==> config.mk <==
export PLATFORM = sky130hd
export DESIGN_NAME = framebuffer_arbiter
export DESIGN_NICKNAME = d
export VERILOG_FILES = /design/src/rtl/framebuffer_arbiter_pkg.sv /design/src/rtl/framebuffer_arbiter_clear.sv /design/src/rtl/framebuffer_arbiter.sv
export SDC_FILE = /design/constraint.sdc
export NUM_CORES = 1
export LEC_CHECK = 0
export ABC_AREA = 1
export BUFFER_PORTS_ARGS = -buffer_cell sky130_fd_sc_hd__buf_4
export CAP_MARGIN = 20
export CORE_AREA = 3 3 118 120
export DETAILED_ROUTE_END_ITERATION = 8
export DIE_AREA = 0 0 121 123
export GPL_TIMING_DRIVEN = 0
export HOLD_SLACK_MARGIN = 0.1
export PLACE_DENSITY = 0.82
export SLEW_MARGIN = 15
export SYNTH_ARGS = -nofsm -noshare
export SYNTH_HDL_FRONTEND = slang
export SYNTH_SLANG_ARGS = --single-unit
==> constraint.sdc <==
create_clock -name clk -period 2.9 [get_ports clk]
set_clock_uncertainty 0.2 [all_clocks]
set_input_delay 0.145 -clock clk [delete_from_list [all_inputs] [get_ports clk]]
set_output_delay 0.145 -clock clk [all_outputs]
set_load 0.005 [all_outputs]
==> src/rtl/framebuffer_arbiter_pkg.sv <==
// Shared SRAM bus types and framebuffer geometry for the display, renderer and clear paths.
package framebuffer_arbiter_pkg;

    localparam int unsigned ADDR_W      = 20;
    localparam int unsigned DATA_W      = 32;
    localparam int unsigned OFFSET_W    = 19;

    localparam int unsigned FB_PIXELS   = 307200;
    localparam int unsigned FB0_BASE    = 0;
    localparam int unsigned FB1_BASE    = 307200;
    localparam int unsigned FRAME_CNT_W = 16;

    typedef logic [ADDR_W-1:0] SramAddress_t;

    typedef struct packed {
        SramAddress_t      address;
        logic [DATA_W-1:0] data;
        logic              oe_n;
        logic              we_n;
        logic              den;
    } SramRequest_t;

    typedef struct packed {
        logic [DATA_W-1:0] din;
        logic              done;
    } SramResult_t;

    typedef logic FbSel_t;

    typedef enum logic {
        IDLE  = 1'b0,
        CLEAR = 1'b1
    } ClearState_t;

    localparam SramRequest_t SRAM_IDLE = '{
        address: '0,
        data:    '0,
        oe_n:    1'b1,
        we_n:    1'b1,
        den:     1'b0
    };

endpackage

==> src/rtl/framebuffer_arbiter_clear.sv <==
// Back-buffer fill engine: walks every pixel offset once, advancing only on cycles the display leaves free.
module fb_clear_engine
    import framebuffer_arbiter_pkg::*;
#(
    parameter int unsigned FB_PIXELS = framebuffer_arbiter_pkg::FB_PIXELS
) (
    input  logic                clk,
    input  logic                rst_n,
    input  logic                start,
    input  logic [DATA_W-1:0]   color,
    input  logic                slotFree,
    output logic                busy,
    output logic [DATA_W-1:0]   fillColor,
    output logic [OFFSET_W-1:0] cnt
);

    localparam logic [OFFSET_W-1:0] LAST_IDX = OFFSET_W'(FB_PIXELS - 1);

    ClearState_t         state;
    ClearState_t         stateNext;
    logic [OFFSET_W-1:0] cntNext;
    logic [DATA_W-1:0]   colorNext;

    // State, counter and latched fill value
    always_ff @(posedge clk or negedge rst_n) begin
        if (!rst_n) begin
            state     <= IDLE;
            cnt       <= '0;
            fillColor <= '0;
        end else begin
            state     <= stateNext;
            cnt       <= cntNext;
            fillColor <= colorNext;
        end
    end

    // Next state; a start request while clearing is ignored
    always_comb begin
        stateNext = state;
        cntNext   = cnt;
        colorNext = fillColor;
        case (state)
            IDLE: begin
                if (start) begin
                    stateNext = CLEAR;
                    cntNext   = '0;
                    colorNext = color;
                end
            end
            CLEAR: begin
                if (slotFree) begin
                    if (cnt == LAST_IDX) begin
                        stateNext = IDLE;
                    end else begin
                        cntNext = cnt + OFFSET_W'(1);
                    end
                end
            end
            default: stateNext = IDLE;
        endcase
    end

    assign busy = (state == CLEAR);

endmodule

==> src/rtl/framebuffer_arbiter.sv <==
// Shares the SRAM port between display reads, back-buffer clears and renderer writes; owns double-buffer swapping.
module framebuffer_arbiter
    import framebuffer_arbiter_pkg::*;
#(
    parameter int unsigned FB0_BASE    = framebuffer_arbiter_pkg::FB0_BASE,
    parameter int unsigned FB1_BASE    = framebuffer_arbiter_pkg::FB1_BASE,
    parameter int unsigned FB_PIXELS   = framebuffer_arbiter_pkg::FB_PIXELS,
    parameter int unsigned FRAME_CNT_W = framebuffer_arbiter_pkg::FRAME_CNT_W
) (
    input  logic                   clk,
    input  logic                   rst_n,
    input  SramRequest_t           disp_req,
    output SramResult_t            disp_result,
    output SramAddress_t           disp_base,
    input  logic                   paint_done,
    input  logic                   wr_valid,
    input  logic [OFFSET_W-1:0]    wr_addr,
    input  logic [DATA_W-1:0]      wr_data,
    output logic                   wr_ready,
    input  logic                   clr_start,
    input  logic [DATA_W-1:0]      clr_color,
    output logic                   clr_busy,
    input  logic                   swap_req,
    output logic                   swap_pending,
    output FbSel_t                 front_sel,
    output logic [FRAME_CNT_W-1:0] frame_count,
    output SramRequest_t           sram_req,
    input  SramResult_t            sram_result
);

    localparam SramAddress_t        FB0_ADDR  = ADDR_W'(FB0_BASE);
    localparam SramAddress_t        FB1_ADDR  = ADDR_W'(FB1_BASE);
    localparam logic [OFFSET_W-1:0] PIX_LIMIT = OFFSET_W'(FB_PIXELS);

    logic                paintDoneQ;
    logic                vblankEdge;
    logic                doSwap;
    logic                dispIdle;
    SramAddress_t        backBase;
    logic [DATA_W-1:0]   fillColor;
    logic [OFFSET_W-1:0] clrCnt;

    assign dispIdle   = disp_req.oe_n;
    assign backBase   = front_sel ? FB0_ADDR : FB1_ADDR;
    assign vblankEdge = paint_done && !paintDoneQ;
    // A clear in flight holds the swap off so the fill never lands in the visible buffer
    assign doSwap     = vblankEdge && (swap_pending || swap_req) && !clr_busy;

    fb_clear_engine #(
        .FB_PIXELS (FB_PIXELS)
    ) u_clear (
        .clk       (clk),
        .rst_n     (rst_n),
        .start     (clr_start),
        .color     (clr_color),
        .slotFree  (dispIdle),
        .busy      (clr_busy),
        .fillColor (fillColor),
        .cnt       (clrCnt)
    );

    // Vblank edge detect, frame counter and front/back swap
    always_ff @(posedge clk or negedge rst_n) begin
        if (!rst_n) begin
            paintDoneQ   <= 1'b0;
            front_sel    <= 1'b0;
            disp_base    <= FB0_ADDR;
            swap_pending <= 1'b0;
            frame_count  <= '0;
        end else begin
            paintDoneQ <= paint_done;
            if (vblankEdge) begin
                frame_count <= frame_count + FRAME_CNT_W'(1);
            end
            if (doSwap) begin
                front_sel    <= ~front_sel;
                disp_base    <= front_sel ? FB0_ADDR : FB1_ADDR;
                swap_pending <= 1'b0;
            end else if (swap_req) begin
                swap_pending <= 1'b1;
            end
        end
    end

    assign wr_ready = rst_n && !clr_busy && dispIdle;

    // Fixed-priority port mux: display, then clear, then renderer
    always_comb begin
        sram_req    = SRAM_IDLE;
        disp_result = '0;
        if (rst_n) begin
            if (!dispIdle) begin
                sram_req    = disp_req;
                disp_result = sram_result;
            end else if (clr_busy) begin
                sram_req.address = backBase + SramAddress_t'(clrCnt);
                sram_req.data    = fillColor;
                sram_req.we_n    = 1'b0;
                sram_req.den     = 1'b1;
            end else if (wr_valid && (wr_addr < PIX_LIMIT)) begin
                sram_req.address = backBase + SramAddress_t'(wr_addr);
                sram_req.data    = wr_data;
                sram_req.we_n    = 1'b0;
                sram_req.den     = 1'b1;
            end
        end
    end

endmodule

==> metrics.md, run 1 <==
| Metric | Value |
|---|---|
| Core Rows | 42 |
| Placed Cells | 1272 |
| Fmax | 362 MHz |
| Max Cap Violations | 0 |
| Dpl ws | -0.115 ns |
| Area contributors post-synth | dfrtp_1 32%, nand2_1 15%, mux2_2 6.5% |
| Gate count of the mapped netlist | 796 |
| Slew Viols, Final | 0 |
| Final std cells w/o fill | 1328 |
| Power Density | 394 mW/mm^2 |
| WS Path Type | flop to primary output |
| Syn-to-layout area delta | 57.2% |
| DR vias | 6799 |
| GRT Residual Overflow | 0 |
| Fraction of registers with async set/reset | 100% |
| Number of I/O port buffers | 285 |
| Final Cycle Share | 95.2% |
| Seq/Total Area, Yosys | 32.1% |
| First-pass GRT wire length | 33.0 mm |
| Most Used Layer, Global Route | met2 |
| Critical Path RT | 2.56 ns |
| # setup viols final | 0 |
| Clock Tree Buf Depth | 2 |
| Hpwl dp | 16.6 mm |
| Largest area contributor in the netlist | dfrtp_1 |
| Main synth FF type | dfrtp_1 |
| Max VDD drop | 0.473 mV |
| Nets@finish | 1336 |
| First drt pass iteration count | 5 |
| Worst-margin pin slew | 0.724 ns |
| CTS buffer count | 9 |
| Reg2Reg Setup Slack | 0.70 ns |
| Max_slew headroom | 51.7% |
| Antenna diodes | 0 |
| DP Area | 0.00795 mm^2 |
| DR WL/cell | 16.7 um |
| Design area | 0.00871 mm^2 |
| Yosys top cell area share | 32.1% |
| Endpoint class of the critical path | primary output |
| Die X | 121 um |
| Routing usage on met1 | 32.6% |
| Met2 Usage GRT | 48.4% |
| Number of synthesized flops with an enable pin | 0 |
| Overall power after layout | 3.43 mW |
| Starting density of the core | 42.3% |
| All-Layer GR Usage | 28.2% |
| Die height | 123 um |
| Shortest clock period the worst path allows after layout | 2.76 ns |
| Final RePlAce weighted congestion | 0.904 |
| Pin count of the biggest net entering global routing | 72 |
| CTS tree | built |
| Crit-path max FO | 9 |
| # DRC | 0 |
| Most common cell in the synthesized netlist | nand2_1 |
| Final WL | 22.2 mm |
| Crit path arrival time | 2.42 ns |
| Synth unique cells | 39 |
| Outcome | completed |
| Final hold vios | 0 |
| Via-to-Cell Ratio | 5.12 |
| Syn Std Cell Area | 0.00554 mm^2 |
| Initial antenna violation count | 3 |
| Die ar. | 0.0149 mm^2 |
| Met3 Usage GRT | 8.46% |
| Vias in the first global route | 6502 |
| H-Tree Depth | 3 |
| Final hold slack | 0.192 ns |
| Startpoint types | flop |
| # IOs | 305 |
| Worst-skew pair later-pin latency | 0.33 ns |
| HP Class | primary input to flop |
| Synth Warn # | 0 |
| Detail Route Antenna Nets | 0 |
| Unrepaired setup endpoints after global routing | true |
| DR iter-0 viols | 481 |
| Worst-path clk slew | 0.06 ns |
| Commonest cells post-synth | 226 x nand2_1, 77 x nor2_1, 71 x a21oi_1, 71 x dfrtp_1, 58 x o21ai_0 |
| Number of synthesized register bits | 71 |
| # clock sinks | 71 |
| Core box area | 0.0131 mm^2 |
| Layout cells sized above 1 | 35.3% |
| Avg Cell Area, Syn | 6.96 um^2 |
| P_leak | 4.58 nW |
| CTS Root Buffer Type | clkbuf_16 |
| Final worst setup slack | 0.140 ns |
-- per-stage QoR --
stage,setup TNS [ns],utilization [%]
3_5_place_dp,-0.743,60.8
2_1_floorplan,0,-
4_1_cts,0,66.4
3_3_place_gp,-0.429,60.8
5_1_grt,-0.0550,66.5
6_report,0,66.5
-- power breakdown --
part           leakage [nW]  switching, mW  total (mW)  internal [mW]
logic                  3.50          0.470       0.999          0.529
registers             0.934          0.150        1.24           1.09
clock network         0.156          0.438        1.19          0.754
-- layout make-up --
class,count,area [um^2]
Timing Repair Buffer,325,2560
Clock inverter,7,95.1
Multi-Input combinational cell,617,3220
Sequential cell,71,1780
Clock buffer,9,225
Fill cell,1130,4380
Inverter,57,216
Buffer,66,390
Tap cell,176,220
-- repair_timing --
item,in CTS,in global routing
hold endpoints to repair,106,0
hold buffers,39,0
setup endpoints to repair,11,7
buffers inserted,0,1
gates resized for setup,5,1
-- sequential cells by signal, indices dropped and copies added, names as in the netlist --
name / flops
disp_base: 1
frame_count: 16
paintDoneQ: 1
swap_pending: 1
u_clear.busy: 1
u_clear.cnt: 19
u_clear.fillColor: 32
-- cell families (layout without fill, tap and decap cells) --
group | after synthesis | after routing | share of synthesized area (%)
adders and majority gates | 12 | 12 | 2.98
AOI/OAI and AO/OA | 154 | 154 | 15.0
DFF | 71 | 71 | 32.1
and+or+nand+nor | 376 | 376 | 28.0
other | 1 | 16 | 0.0677
buffers and inverters | 123 | 464 | 10.9
xor gates and xnor gates | 23 | 23 | 3.64
muxes | 36 | 36 | 7.23
-- worst paths after layout --
| check | start | to | cells past startpoint |
|---|---|---|---|
| min in group asynchronous | rst_n | u_clear.fillColor[23] | 3 |
| worst min-delay path | clr_start | u_clear.cnt[0] | 6 |
| worst max-delay path | disp_base[15] | sram_req[53] | 13 |
| worst max register to register | u_clear.cnt[1] | u_clear.cnt[5] | 10 |
| max in group asynchronous | rst_n | disp_base[15] | 3 |
| worst min register to register | u_clear.fillColor[4] | u_clear.fillColor[4] | 1 |
-- metal layers --
| metal | share of wire [%] | wire, um | up-vias |
|---|---|---|---|
| met5 | 0.22 | 48 | - |
| met4 | 4.1 | 919 | 6 |
| met3 | 8.9 | 1980 | 73 |
| met2 | 49 | 10900 | 306 |
| met1 | 38 | 8370 | 3162 |
| li1 | - | - | 3252 |
-- cell usage in the layout, fill, tap and decap left out, types with 3 or more instances in the layout --
master,synthesis,routed
nand4_1,14,14
buf_4,21,306
dfrtp_1,71,70
a21oi_1,71,71
buf_2,16,16
o21ai_2,11,11
nand2_1,226,226
conb_1,1,16
mux2i_1,4,4
clkbuf_16,0,9
inv_1,54,53
nand2_2,5,5
dlygate4sd3_1,0,38
buf_1,5,5
buf_6,2,3
nand3_1,43,43
o21ai_0,58,58
mux2_2,32,32
nor2_2,4,3
clkbuf_1,19,19
o21ai_1,8,8
xnor2_1,7,7
ha_1,10,10
nor2_1,77,77
xor2_1,16,16
-- critical path, cell delays in order (launching register included) --
cell	delay (ns)
dfrtp_2	0.44
inv_4	0.12
ha_1	0.18
inv_1	0.06
fa_1	0.37
inv_1	0.07
nand2_1	0.08
o21bai_2	0.18
inv_1	0.06
o21ai_0	0.14
nand3_1	0.09
nand3_1	0.10
nand2_1	0.06
buf_4	0.13
No activity file was read; power rests on OpenSTA's default activity.
==> run 2, diff against run 1 <==
==> constraint.sdc (replaced) <==
create_clock -name clk -period 2.9 [get_ports clk]
set_clock_uncertainty 0.2 [all_clocks]
set_input_delay 0.29 -clock clk [delete_from_list [all_inputs] [get_ports clk]]
set_output_delay 0.29 -clock clk [all_outputs]
set_load 0.005 [all_outputs]
==> run 2 against run 1 <==
Effect of this change: first-iteration DRC count down 8.9%; sequential share of layout area down 0.12 points; register-to-register slack about the same; routed wire length down 0.51%; worst hold slack better by 0.048 ns; highest routed layer unchanged.
==> metrics.md, run 2 (synthesis gave the netlist of run 1 again) <==
| Metric | Value |
|---|---|
| Dpl ws | -0.405 ns |
| Final WL | 22.1 mm |
| Final RePlAce weighted congestion | 0.904 |
| # IOs | 305 |
| DR iter-0 viols | 438 |
| Critical Path RT | 2.41 ns |
| Hold Path Stages | 3 |
| Largest Register | u_clear.fillColor |
| Cell-internal power | 2.37 mW |
| Commonest non-fill, non-tap cell in the layout | buf_4 |
| Crit-path max FO | 5 |
| Die ar. | 0.0149 mm^2 |
| Endpoint class of the critical path | primary output |
| Vias in the first global route | 6436 |
| Hold Startpoint | clr_start |
| HP Class | primary input to flop |
| Critical path's top delay family | adder cells |
| Start point of the critical path | disp_base[15] |
| Detail Route Antenna Nets | 0 |
| WP buf/inv | 5 |
| Worst-path clk slew | 0.06 ns |
| Final std cells w/o fill | 1332 |
| R2R Path Start | u_clear.cnt[1] |
| Core Rows | 42 |
| Placed Cells | 1272 |
| Max reg flops | 32 |
| Outcome | completed |
| # setup viols final | 0 |
| Design area | 0.00876 mm^2 |
| First drt pass iteration count | 6 |
| First-pass GRT wire length | 32.5 mm |
| # DRC | 0 |
| Crit path arrival time | 2.29 ns |
| Max_slew headroom | 54.9% |
| P_leak | 4.60 nW |
| Startpoint types | flop |
| Nets@finish | 1339 |
| Via-to-Cell Ratio | 5.08 |
| CTS Root Buffer Type | clkbuf_16 |
| Crit-path cells | clkinv_4 > ha_4 > inv_1 > fa_2 > inv_2 > nand2_2 > o21bai_4 > inv_1 > o21ai_1 > nand3_1 > nand3_1 > nand2_1 > buf_4 |
| Worst-skew pair later-pin latency | 0.33 ns |
| CTS buffer count | 9 |
| All-Layer GR Usage | 27.7% |
| Combinational share of power | 29.1% |
| Slowest CP cell | dfrtp_2 |
| Max Cap Violations | 0 |
| Die height | 123 um |
| # clock sinks | 71 |
| DR WL/cell | 16.6 um |
| Sw power | 1.06 mW |
| CTS tree | built |
| Number of I/O port buffers | 285 |
| GRT Residual Overflow | 0 |
| Layout cells sized above 1 | 36.2% |
| Die X | 121 um |
| Final Cycle Share | 95.7% |
| CP max stage delay | 0.42 ns |
| Top Registers | u_clear.fillColor (32), u_clear.cnt (19), frame_count (16) |
| Critical Path Stages | 13 |
| Starting density of the core | 42.3% |
| Clock share of power | 34.7% |
| Initial antenna violation count | 3 |
| Power Density | 392 mW/mm^2 |
| Shortest clock period the worst path allows after layout | 2.78 ns |
| Max VDD drop | 0.474 mV |
| Commonest non-fill, non-tap cells in the layout | 312 x buf_4, 225 x nand2_1, 77 x nor2_1 |
| DP Area | 0.00795 mm^2 |
| Final hold vios | 0 |
| Worst-margin pin slew | 0.677 ns |
| DR vias | 6765 |
| Pin count of the biggest net entering global routing | 72 |
| Fmax | 360 MHz |
| Syn-to-layout area delta | 58.2% |
| Switching Share | 30.8% |
| WS Path Type | flop to primary output |
| Core box area | 0.0131 mm^2 |
| Clock Tree Buf Depth | 2 |
| H-Tree Depth | 3 |
| Final worst setup slack | 0.124 ns |
| Sequential power share | 36.1% |
| Reg2reg path depth | 10 |
| Slew Viols, Final | 0 |
| Hpwl dp | 16.6 mm |
## run 2: worst paths after layout
| kind | to | slack, ns |
|---|---|---|
| worst min-delay path | u_clear.fillColor[1] | 0.24 |
| max in group asynchronous | u_clear.cnt[10] | 1.77 |
| worst max register to register | u_clear.cnt[5] | 0.70 |
| worst max-delay path | sram_req[53] | 0.12 |
| worst min register to register | u_clear.fillColor[31] | 0.31 |
| min in group asynchronous | u_clear.fillColor[21] | 0.40 |
## run 2: layout make-up
type | count | area [um^2]
multi-input cells | 617 | 3250
fillers | 1114 | 4330
well taps | 176 | 220
clock inverters | 7 | 95.1
clock buffers | 9 | 225
inverters | 57 | 219
plain buffers | 66 | 390
repair buffers | 328 | 2580
flip-flops and latches | 71 | 1780
diodes | 1 | 2.50
## run 2: power by group through the flow
stage	combinational [mW]	clock [mW]	sequential [mW]
after global placement	0.917	0	1.25
after CTS	0.995	1.20	1.24
after global routing	1.11	1.25	1.26
final	0.999	1.19	1.24
after floorplan	0.448	0	1.22
after detailed placement	0.942	0	1.25
## run 2: per-stage QoR
step / TNS (ns) / hold WS (ns) / util [%] / power [mW]
4_1_cts: -0.00806 / 0.223 / 66.3 / 3.43
3_5_place_dp: -4.78 / 0.209 / 60.8 / 2.19
5_1_grt: -0.0187 / 0.249 / 66.9 / 3.62
6_report: 0 / 0.240 / 66.9 / 3.43
2_1_floorplan: 0 / -0.206 / - / 1.67
3_3_place_gp: -4.26 / 0.208 / 60.8 / 2.17
## run 2: routing by layer
layer	vias up	GRT usage [%]	wire, um
met5	-	0	37
met4	4	11.6	745
met3	46	7.55	1820
met2	281	47.8	11000
met1	3175	32.6	8450
li1	3259	-	-
## run 2: tightest hold or removal path: stages
cell     delay (ns)
buf_4          0.11
nand2_2        0.16
mux2_2         0.18
## run 2: timing repair
item / in CTS / in global routing
gates cloned: 0 / 0
endpoints found under the hold margin: 105 / 0
endpoints found under the setup margin: 29 / 2
buffers inserted: 1 / 6
pin swaps: 0 / 6
hold buffers: 36 / 0
gates resized for setup: 7 / 10
